--- src/rtl/mem_arb_pkg.sv ---
// Shared types for the IF/LSU memory port arbiter: FSM state, transaction owner and the
// latched memory request.
package mem_arb_pkg;

  localparam int unsigned AddrW = 32;
  localparam int unsigned DataW = 32;

  typedef enum logic [1:0] {StIdle, StReq, StWait} state_e;

  typedef enum logic [1:0] {OwnNone, OwnIf, OwnLsu} owner_e;

  typedef struct packed {
    logic                 we;
    logic [AddrW-1:0]     addr;
    logic [DataW-1:0]     wdata;
    logic [DataW/8-1:0]   strb;
  } mem_req_t;

endpackage

--- src/rtl/mem_port_arbiter_if.sv ---
// Pipeline and memory-side handshake bundle of mem_port_arbiter. The slave modport is the
// arbiter's view; the master modport drives the pipeline/memory inputs.
interface mem_port_arbiter_if
  import mem_arb_pkg::*;
#(
  parameter int unsigned ADDR_W = AddrW,
  parameter int unsigned DATA_W = DataW
) ();

  logic                i_if_req;
  logic [ADDR_W-1:0]   i_if_addr;
  logic                i_flush_if;
  logic                o_if_ack;
  logic [DATA_W-1:0]   o_if_rdata;

  logic                i_lsu_req;
  logic                i_lsu_we;
  logic [ADDR_W-1:0]   i_lsu_addr;
  logic [DATA_W-1:0]   i_lsu_wdata;
  logic [DATA_W/8-1:0] i_lsu_strb;
  logic                o_lsu_ack;
  logic [DATA_W-1:0]   o_lsu_rdata;

  logic                o_mem_req;
  logic                o_mem_we;
  logic [ADDR_W-1:0]   o_mem_addr;
  logic [DATA_W-1:0]   o_mem_wdata;
  logic [DATA_W/8-1:0] o_mem_strb;
  logic                i_mem_ready;
  logic                i_mem_rvalid;
  logic [DATA_W-1:0]   i_mem_rdata;

  logic                o_stall_if;
  logic                o_stall_mem;
  logic                o_err;

  modport slave (
    input  i_if_req, i_if_addr, i_flush_if,
    output o_if_ack, o_if_rdata,
    input  i_lsu_req, i_lsu_we, i_lsu_addr, i_lsu_wdata, i_lsu_strb,
    output o_lsu_ack, o_lsu_rdata,
    output o_mem_req, o_mem_we, o_mem_addr, o_mem_wdata, o_mem_strb,
    input  i_mem_ready, i_mem_rvalid, i_mem_rdata,
    output o_stall_if, o_stall_mem, o_err
  );

  modport master (
    output i_if_req, i_if_addr, i_flush_if,
    input  o_if_ack, o_if_rdata,
    output i_lsu_req, i_lsu_we, i_lsu_addr, i_lsu_wdata, i_lsu_strb,
    input  o_lsu_ack, o_lsu_rdata,
    input  o_mem_req, o_mem_we, o_mem_addr, o_mem_wdata, o_mem_strb,
    output i_mem_ready, i_mem_rvalid, i_mem_rdata,
    input  o_stall_if, o_stall_mem, o_err
  );

endinterface

--- src/rtl/mem_arb_pick.sv ---
// Combinational grant selector. Fixed LSU priority by default; MEM_ARB_RR_EN switches ties
// to round-robin against the last-grant bit (1 = LSU granted last).
module mem_arb_pick (
  input  logic if_req,
  input  logic lsu_req,
  input  logic last_lsu,
  output logic gnt_if,
  output logic gnt_lsu
);

`ifdef MEM_ARB_RR_EN
  always_comb begin
    gnt_lsu = lsu_req && !(if_req && last_lsu);
    gnt_if  = if_req && !gnt_lsu;
  end
`else
  logic unused_last;
  assign unused_last = last_lsu;

  always_comb begin
    gnt_lsu = lsu_req;
    gnt_if  = if_req && !lsu_req;
  end
`endif

endmodule

--- src/rtl/mem_port_arbiter.sv ---
// Shares one single-port memory between instruction fetch and the LSU, one transaction at a
// time, with stall generation and a sticky WAIT timeout. Build option: MEM_ARB_RR_EN.
module mem_port_arbiter
  import mem_arb_pkg::*;
#(
  parameter int unsigned ADDR_W  = AddrW,
  parameter int unsigned DATA_W  = DataW,
  parameter int unsigned TIMEOUT = 64
) (
  input logic             i_clk,
  input logic             i_rst,
  mem_port_arbiter_if.slave bus
);

  localparam int unsigned CntW = $clog2(TIMEOUT);

  state_e              state_q, state_d;
  owner_e              owner_q, owner_d;
  mem_req_t            req_q, req_d;
  logic                drop_q, drop_d;
  logic [CntW-1:0]     cnt_q, cnt_d;
  logic                if_ack_q, if_ack_d, lsu_ack_q, lsu_ack_d;
  logic [DATA_W-1:0]   if_rdata_q, if_rdata_d, lsu_rdata_q, lsu_rdata_d;
  logic                err_q, err_d;
  logic                last_lsu_q, last_lsu_d;
  logic                ack_busy, gnt_if, gnt_lsu, flush_own;

  // The acked requester still holds its old req during the ack cycle, so no grant then.
  assign ack_busy  = if_ack_q || lsu_ack_q;
  assign flush_own = bus.i_flush_if && (owner_q == OwnIf);

  mem_arb_pick u_pick (
    .if_req   (bus.i_if_req && !bus.i_flush_if && !ack_busy),
    .lsu_req  (bus.i_lsu_req && !ack_busy),
    .last_lsu (last_lsu_q),
    .gnt_if   (gnt_if),
    .gnt_lsu  (gnt_lsu)
  );

  always_comb begin
    state_d     = state_q;
    owner_d     = owner_q;
    req_d       = req_q;
    drop_d      = drop_q;
    cnt_d       = cnt_q;
    if_ack_d    = 1'b0;
    lsu_ack_d   = 1'b0;
    if_rdata_d  = if_rdata_q;
    lsu_rdata_d = lsu_rdata_q;
    err_d       = err_q;
    last_lsu_d  = last_lsu_q;
    unique case (state_q)
      StIdle: begin
        if (gnt_lsu) begin
          req_d      = '{we: bus.i_lsu_we, addr: bus.i_lsu_addr, wdata: bus.i_lsu_wdata,
                         strb: bus.i_lsu_strb};
          owner_d    = OwnLsu;
          last_lsu_d = 1'b1;
          state_d    = StReq;
        end else if (gnt_if) begin
          req_d      = '{we: 1'b0, addr: bus.i_if_addr, wdata: '0, strb: '0};
          owner_d    = OwnIf;
          last_lsu_d = 1'b0;
          state_d    = StReq;
        end
      end
      StReq: begin
        if (flush_own) drop_d = 1'b1;
        if (bus.i_mem_ready) begin
          state_d = StWait;
          cnt_d   = '0;
        end
      end
      StWait: begin
        if (flush_own) drop_d = 1'b1;
        if (bus.i_mem_rvalid) begin
          state_d = StIdle;
          owner_d = OwnNone;
          drop_d  = 1'b0;
          if (owner_q == OwnLsu) begin
            lsu_ack_d   = 1'b1;
            lsu_rdata_d = bus.i_mem_rdata;
          end else if (!drop_q && !flush_own) begin
            if_ack_d   = 1'b1;
            if_rdata_d = bus.i_mem_rdata;
          end
        end else if (cnt_q == CntW'(TIMEOUT - 1)) begin
          err_d   = 1'b1;
          state_d = StIdle;
          owner_d = OwnNone;
          drop_d  = 1'b0;
        end else begin
          cnt_d = cnt_q + 1'b1;
        end
      end
      default: state_d = StIdle;
    endcase
  end

  always_ff @(posedge i_clk or posedge i_rst) begin
    if (i_rst) begin
      state_q     <= StIdle;
      owner_q     <= OwnNone;
      req_q       <= '0;
      drop_q      <= 1'b0;
      cnt_q       <= '0;
      if_ack_q    <= 1'b0;
      lsu_ack_q   <= 1'b0;
      if_rdata_q  <= '0;
      lsu_rdata_q <= '0;
      err_q       <= 1'b0;
      last_lsu_q  <= 1'b0;
    end else begin
      state_q     <= state_d;
      owner_q     <= owner_d;
      req_q       <= req_d;
      drop_q      <= drop_d;
      cnt_q       <= cnt_d;
      if_ack_q    <= if_ack_d;
      lsu_ack_q   <= lsu_ack_d;
      if_rdata_q  <= if_rdata_d;
      lsu_rdata_q <= lsu_rdata_d;
      err_q       <= err_d;
      last_lsu_q  <= last_lsu_d;
    end
  end

  assign bus.o_mem_req   = (state_q == StReq);
  assign bus.o_mem_we    = req_q.we;
  assign bus.o_mem_addr  = req_q.addr;
  assign bus.o_mem_wdata = req_q.wdata;
  assign bus.o_mem_strb  = req_q.strb;
  // A branch in the ack cycle must never see a fetch ack.
  assign bus.o_if_ack    = if_ack_q && !bus.i_flush_if;
  assign bus.o_if_rdata  = if_rdata_q;
  assign bus.o_lsu_ack   = lsu_ack_q;
  assign bus.o_lsu_rdata = lsu_rdata_q;
  assign bus.o_stall_if  = !i_rst && bus.i_if_req && !bus.o_if_ack;
  assign bus.o_stall_mem = !i_rst && bus.i_lsu_req && !lsu_ack_q;
  assign bus.o_err       = err_q;

endmodule
--- src/flat_wrapper.sv ---
// flat-port wrapper written by rule: the top's interface ports become plain ports
module mem_port_arbiter_flat import mem_arb_pkg::*;
#(
  parameter int unsigned ADDR_W  = AddrW,
  parameter int unsigned DATA_W  = DataW,
  parameter int unsigned TIMEOUT = 64
)
  (i_clk, i_rst, bus_i_if_req, bus_i_if_addr, bus_i_flush_if, bus_o_if_ack, bus_o_if_rdata, bus_i_lsu_req, bus_i_lsu_we, bus_i_lsu_addr, bus_i_lsu_wdata, bus_i_lsu_strb, bus_o_lsu_ack, bus_o_lsu_rdata, bus_o_mem_req, bus_o_mem_we, bus_o_mem_addr, bus_o_mem_wdata, bus_o_mem_strb, bus_i_mem_ready, bus_i_mem_rvalid, bus_i_mem_rdata, bus_o_stall_if, bus_o_stall_mem, bus_o_err);
  mem_port_arbiter_if #(.ADDR_W(ADDR_W), .DATA_W(DATA_W)) bus_i ();
  input logic i_clk;
  input logic i_rst;
  input wire logic [$bits(bus_i.i_if_req)-1:0] bus_i_if_req;
  input wire logic [$bits(bus_i.i_if_addr)-1:0] bus_i_if_addr;
  input wire logic [$bits(bus_i.i_flush_if)-1:0] bus_i_flush_if;
  output wire logic [$bits(bus_i.o_if_ack)-1:0] bus_o_if_ack;
  output wire logic [$bits(bus_i.o_if_rdata)-1:0] bus_o_if_rdata;
  input wire logic [$bits(bus_i.i_lsu_req)-1:0] bus_i_lsu_req;
  input wire logic [$bits(bus_i.i_lsu_we)-1:0] bus_i_lsu_we;
  input wire logic [$bits(bus_i.i_lsu_addr)-1:0] bus_i_lsu_addr;
  input wire logic [$bits(bus_i.i_lsu_wdata)-1:0] bus_i_lsu_wdata;
  input wire logic [$bits(bus_i.i_lsu_strb)-1:0] bus_i_lsu_strb;
  output wire logic [$bits(bus_i.o_lsu_ack)-1:0] bus_o_lsu_ack;
  output wire logic [$bits(bus_i.o_lsu_rdata)-1:0] bus_o_lsu_rdata;
  output wire logic [$bits(bus_i.o_mem_req)-1:0] bus_o_mem_req;
  output wire logic [$bits(bus_i.o_mem_we)-1:0] bus_o_mem_we;
  output wire logic [$bits(bus_i.o_mem_addr)-1:0] bus_o_mem_addr;
  output wire logic [$bits(bus_i.o_mem_wdata)-1:0] bus_o_mem_wdata;
  output wire logic [$bits(bus_i.o_mem_strb)-1:0] bus_o_mem_strb;
  input wire logic [$bits(bus_i.i_mem_ready)-1:0] bus_i_mem_ready;
  input wire logic [$bits(bus_i.i_mem_rvalid)-1:0] bus_i_mem_rvalid;
  input wire logic [$bits(bus_i.i_mem_rdata)-1:0] bus_i_mem_rdata;
  output wire logic [$bits(bus_i.o_stall_if)-1:0] bus_o_stall_if;
  output wire logic [$bits(bus_i.o_stall_mem)-1:0] bus_o_stall_mem;
  output wire logic [$bits(bus_i.o_err)-1:0] bus_o_err;
  assign bus_i.i_if_req = bus_i_if_req;
  assign bus_i.i_if_addr = bus_i_if_addr;
  assign bus_i.i_flush_if = bus_i_flush_if;
  assign bus_o_if_ack = bus_i.o_if_ack;
  assign bus_o_if_rdata = bus_i.o_if_rdata;
  assign bus_i.i_lsu_req = bus_i_lsu_req;
  assign bus_i.i_lsu_we = bus_i_lsu_we;
  assign bus_i.i_lsu_addr = bus_i_lsu_addr;
  assign bus_i.i_lsu_wdata = bus_i_lsu_wdata;
  assign bus_i.i_lsu_strb = bus_i_lsu_strb;
  assign bus_o_lsu_ack = bus_i.o_lsu_ack;
  assign bus_o_lsu_rdata = bus_i.o_lsu_rdata;
  assign bus_o_mem_req = bus_i.o_mem_req;
  assign bus_o_mem_we = bus_i.o_mem_we;
  assign bus_o_mem_addr = bus_i.o_mem_addr;
  assign bus_o_mem_wdata = bus_i.o_mem_wdata;
  assign bus_o_mem_strb = bus_i.o_mem_strb;
  assign bus_i.i_mem_ready = bus_i_mem_ready;
  assign bus_i.i_mem_rvalid = bus_i_mem_rvalid;
  assign bus_i.i_mem_rdata = bus_i_mem_rdata;
  assign bus_o_stall_if = bus_i.o_stall_if;
  assign bus_o_stall_mem = bus_i.o_stall_mem;
  assign bus_o_err = bus_i.o_err;
  mem_port_arbiter #(.ADDR_W(ADDR_W), .DATA_W(DATA_W), .TIMEOUT(TIMEOUT)) u_core (.i_clk(i_clk), .i_rst(i_rst), .bus(bus_i));
endmodule
--- config.mk ---
export PLATFORM = sky130hd
export DESIGN_NAME = mem_port_arbiter_flat
export DESIGN_NICKNAME = d
export VERILOG_FILES = /design/src/rtl/mem_arb_pkg.sv /design/src/rtl/mem_port_arbiter_if.sv /design/src/rtl/mem_arb_pick.sv /design/src/rtl/mem_port_arbiter.sv /design/src/flat_wrapper.sv
export SDC_FILE = /design/constraint.sdc
export NUM_CORES = 1
export LEC_CHECK = 0
export BUFFER_PORTS_ARGS = -buffer_cell sky130_fd_sc_hd__buf_2
export CAP_MARGIN = 20
export CELL_PAD_IN_SITES_DETAIL_PLACEMENT = 0
export CELL_PAD_IN_SITES_GLOBAL_PLACEMENT = 1
export CORE_MARGIN = 4
export CORE_UTILIZATION = 38
export DETAILED_ROUTE_END_ITERATION = 8
export HOLD_SLACK_MARGIN = 0.06
export PLACE_DENSITY_LB_ADDON = 0.1
export REMOVE_ABC_BUFFERS = 1
export SKIP_CTS_REPAIR_TIMING = 1
export SYNTH_ARGS = -nofsm -noshare
export SYNTH_HDL_FRONTEND = slang
export SYNTH_SLANG_ARGS = --single-unit
--- constraint.sdc ---
create_clock -name i_clk -period 11.6 [get_ports i_clk]
set_input_delay 0.58 -clock i_clk [delete_from_list [all_inputs] [get_ports i_clk]]
set_output_delay 0.58 -clock i_clk [all_outputs]
set_load 0.02 [all_outputs]
After elaboration in Yosys (flattened, before gate mapping)
Cells that the tools add are included.
{"block": "op_classes", "addsub": 1, "n_eq_ne": 10, "mux": 25, "n_bitwise": 2, "n_reduce_logical": 31}
{"operator": "69-bit two-way mux", "count": 2}
{"operator": "6-bit two-way mux", "count": 3}
{"operator": "2-bit two-way mux", "count": 6}
{"operator": "6-bit one-hot mux with 2 select lines", "count": 1}
{"operator": "3-bit AND reduction", "count": 4}
{"operator": "1-bit logical AND", "count": 11}
{"operator": "1-bit two-way mux", "count": 10}
{"operator": "1-bit zero test", "count": 8}
{"operator": "4-bit AND reduction", "count": 2}
{"operator": "6-bit by 1-bit adder with 6-bit output, second input constant", "count": 1}
{"operator": "6-bit equality test, second input constant", "count": 1}
{"operator": "3-bit by 2-bit != test with 1-bit output, second input constant", "count": 2}
{"operator": "2-bit one-hot mux with 3 select lines", "count": 1}
{"operator": "2-bit nonzero test", "count": 3}
{"operator": "2-bit by 1-bit equality test with 1-bit output, second input constant", "count": 2}
{"operator": "2-bit equality test, second input constant", "count": 2}
{"operator": "2-bit != test, second input constant", "count": 2}
{"operator": "2-bit one-hot mux with 2 select lines", "count": 1}
{"operator": "2-bit zero test", "count": 1}
{"operator": "2-bit by 1-bit != test with 1-bit output, second input constant", "count": 1}
{"operator": "1-bit NOT", "count": 2}
{"operator": "1-bit one-hot mux with 2 select lines", "count": 1}
{"operator": "2-bit AND reduction", "count": 1}
{"operator": "1-bit logical OR", "count": 1}
{"block": "totals", "register_bits": 147, "in_bits": 140, "wordCells": 82}

Logic depth before layout (Yosys ltp)
{"block": "logic_depth", "word_depth": 8, "ltp_mapped": 7}

By module
A second synthesis with hierarchy kept.
{"block": "hier_totals", "hier_cells": 534, "area_unflattened_um2": 6155.9}
{"module": "mem_port_arbiter", "n_inst": 1, "cells_each": 532, "area_each_um2": 6134.6, "seq_area_each_um2": 3703.6}
{"module": "mem_arb_pick", "n_inst": 1, "cells_each": 2, "area_each_um2": 21.3, "seq_area_each_um2": 0.0}

Least setup slack after synthesis
Ideal clock, no wire load.
{"block": "synth_path", "kind": "in2out", "from": "in bus_i_flush_if", "to": "out bus_o_stall_if", "t_arrival_ns": 1.225, "required_ns": 11.020, "slack_ns": 9.795, "cell_stages": 2, "path_cell_list": "nor2b_1 nor3b_1"}
{"block": "synth_via", "elab_chain_len": 4}
{"element": "from (decl)", "line": "flat_wrapper.sv:14", "source": "input wire logic [$bits(bus_i.i_flush_if)-1:0] bus_i_flush_if;"}
{"element": "1-bit zero test", "line": "mem_port_arbiter.sv:134", "source": "assign bus.o_if_ack = if_ack_q && !bus.i_flush_if;"}
{"element": "1-bit logical AND", "line": "mem_port_arbiter.sv:134"}
{"element": "1-bit zero test", "line": "mem_port_arbiter.sv:138", "source": "assign bus.o_stall_if = !i_rst && bus.i_if_req && !bus.o_if_ack;"}
{"element": "1-bit logical AND", "line": "mem_port_arbiter.sv:138"}
{"element": "to (decl)", "line": "flat_wrapper.sv:32", "source": "output wire logic [$bits(bus_i.o_stall_if)-1:0] bus_o_stall_if;"}
Every way passes these cells.

Worst setup path after layout
{"block": "layout_path", "from": "reg u_core.state_q[0]", "to": "reg u_core.if_rdata_q[0], in the netlist u_core.bus.o_if_rdata[0]"}
{"block": "layout_via", "elab_chain_len": 2}
{"element": "from (decl)", "line": "mem_port_arbiter.sv:17", "source": "state_e state_q, state_d;"}
{"element": "from (signal assigned)", "line": "mem_port_arbiter.sv:102", "source": "state_q <= StIdle;"}
{"element": "from (signal assigned)", "line": "mem_port_arbiter.sv:114", "source": "state_q <= state_d;"}
{"element": "2-bit equality test", "line": "mem_port_arbiter.sv:52", "source": "unique case (state_q)"}
{"element": "4-bit AND reduction (no source line)"}
{"element": "to (signal assigned)", "line": "mem_port_arbiter.sv:121", "source": "if_rdata_q <= if_rdata_d;"}
{"element": "to (decl)", "line": "mem_port_arbiter.sv:23", "source": "logic [DATA_W-1:0] if_rdata_q, if_rdata_d, lsu_rdata_q, lsu_rdata_d;"}
Every way passes these cells.
A chain may end at the register's enable or synchronous reset.

==> flow_summary.yaml <==
grt:
  grt_pass1_vias: 4878
  antenna_found_initial: 0
  gr-usage-met2: 0.305
  grt_use_met3: 0.0759
  overflow: 0
  grtUsageTotal: 0.180
  grtUsageMet1: 0.201
  grt.busiest_layer: "met2"
  grt_max_degree: 102
  grt_pass1_wl_microns: 25200
synth:
  yosysTopAreaCellShare: 0.618
  ys_types: 37
  synth_seq_cells: 147
  synthArstFlopShare: 1.00
  syn_inst: 446
  synth_area_leaders: "dfrtp_1 62%, mux2_2 11%, a22o_1 5.4%"
  synth_edf_count: 0
  postSynthAreaPerCell_sq_um: 13.3
  yosys.area.top_type: "dfrtp_1"
  yosys_warnings: 0
  synth_area_sq_mm: 0.00595
  ys_seq_area_frac: 0.618
  ys.flop_type: "dfrtp_1"
worst_setup_path:
  cp-start-kind: "flip-flop"
  cp_slowest_cell: "ha_1"
  path_cells: "inv_1 -> ha_1 -> nand2_1 -> nor4_4 -> buf_4 -> mux2_2"
  cpPeakStageDelay_ps: 500
  arrival_ps: 2660
  critPathMaxFanout: 32
  cp-end-kind: "flip-flop"
  setup.worst_path.class: "reg -> reg"
  cp.required_ps: 11900
drt:
  route.detailed.drc: 0
  ant_nets: 0
  vias: 4480
  dr.pass1.iters: 6
  drt_iter0_markers: 160
  post_drt_wl_per_cell_microns: 16.6
  avgViaCountPerCell: 4.73
  wl_microns: 15700
timing:
  grt_setup_unrepaired: "no"
  slew_violations: 0
  tns_ps: 0
  setup_violations: 0
  period_needed_ps: 2360
  finalCritPeriodShare: 0.204
  fin_skew_ps: 16.1
  tightest_slew_ps: 909
  relSlewSlack: 0.394
  hold_violations: 0
  max_freq_ghz: 0.424
cells_and_area:
  final_cell_mix: "278 x buf_2, 147 x dfrtp_1, 59 x mux2_2, 39 x nand2_1, 37 x a22o_1"
  layout-drive-gt1-share: 0.518
  nets: 866
  final_cell_count_no_fill: 947
  area_growth_pct: 36.1
  final_common_cell: "buf_2"
placement:
  placed_cells: 914
  port_buffers: 278
  hpwl_microns: 11600
  routabilityCongestion: 0.783
pwr:
  leakagePower_nw: 4.26
  power_density_mw_per_mm2: 291
  vdd_drop_max_mv: 0.146
clocking:
  numClockSinks: 147
  cts_tree: "yes"
  clock_path_buffers: 2
  htree_levels: 4
  worst_skew_pair.late_latency_ps: 420
  numCtsBuffers: 17
  path_clk_slew_ps: 60
  root_buffer: "clkbuf_16"
floorplan:
  die_area_sq_mm: 0.0177
  row_count: 45
  chipWidth_microns: 133
  core_sq_mm: 0.0153
  io_pins: 279
  die_y_microns: 133
  start_util: 0.390
status:
  status: "finished, final reports clean"
hold_path:
  hold_path.class: "in -> async"
job:
  drv_cap: 0
==> stage by stage <==
step	area (sq um)	setup WS (ps)	util	power, mW	hold slack (ps)
final	8100	9240	0.531	2.36	289
after detailed placement	7520	9210	0.493	1.85	441
after global placement	7520	9330	0.493	1.83	444
after CTS	8100	9210	0.531	2.39	305
after global routing	8100	9020	0.531	2.51	352
after floorplan	5810	6230	-	1.49	493
==> flip-flops by register name (all words and copies together), names as in the netlist <==
signal	flops
u_core.bus.o_err	1
u_core.bus.o_lsu_ack	1
u_core.owner_q	2
u_core.bus.o_if_rdata	32
u_core.bus.o_mem_strb	4
u_core.drop_q	1
u_core.bus.o_mem_wdata	32
u_core.bus.o_lsu_rdata	32
u_core.state_q	2
u_core.cnt_q	6
u_core.if_ack_q	1
u_core.bus.o_mem_addr	32
u_core.bus.o_mem_we	1
==> metal layers <==
layer	part of all wire	routed length [microns]
met1	0.39	6100
met2	0.50	7920
met3	0.085	1330
met4	0.024	380
met5	0	0
==> layout make-up <==
type | count | area, sq um
fill | 1382 | 7160
sequential | 147 | 3680
multi-input combinational | 263 | 2100
timing repair buffer | 284 | 1440
clock buffer | 18 | 429
tap | 211 | 264
clock inverter | 14 | 144
inverter | 9 | 38.8
antenna | 1 | 2.50
==> final timing paths <==
path	startpoint	end	slack [ps]	depth (start not counted)
min	i_rst	u_core.bus.o_err	290	2
min in group i_clk	bus_i_lsu_wdata[8]	u_core.bus.o_mem_wdata[8]	370	2
max	u_core.state_q[0]	u_core.bus.o_if_rdata[0]	9240	6
min reg2reg	u_core.bus.o_err	u_core.bus.o_err	460	1
max reg2reg	u_core.state_q[0]	u_core.bus.o_if_rdata[0]	9240	6
max in group asynchronous	i_rst	u_core.owner_q[0]	9930	3
==> power breakdown <==
part	internal, mW	switching, mW
clock	0.303	0.228
combinational	0.370	0.597
sequential	0.744	0.118
==> critical path, delay by kind of cell, from the launching register on <==
| kind | cells | cell delay [ps] |
|---|---|---|
| flip-flops | 1 | 390 |
| buffers and inverters | 2 | 540 |
| multiplexers | 1 | 390 |
| AND/OR/NAND/NOR | 2 | 410 |
| adder cells (fa/ha/maj) | 1 | 500 |
==> kinds of logic after synthesis <==
logic type      share of synthesized area
compound gates                      0.111
fa+ha+maj                         0.00841
flops                               0.618
mux                                 0.175
buf+inv                            0.0292
simple gates                       0.0584
==> cell usage after synthesis (all sizes together) (2+ instances only) <==
cell type	n
o22ai	2
a211o	2
a22o	37
o21ai	34
mux2	64
and3	4
ha	4
or2	2
mux2i	32
nand3	4
a21o	2
o211ai	3
nor3b	3
inv	9
a21oi	4
clkbuf	11
nor2b	4
buf	16
nor2	4
nand4	2
a31oi	4
nand2	39
dfrtp	147
o21a	3
nand2b	2
Power figures use the tool's default switching activity.
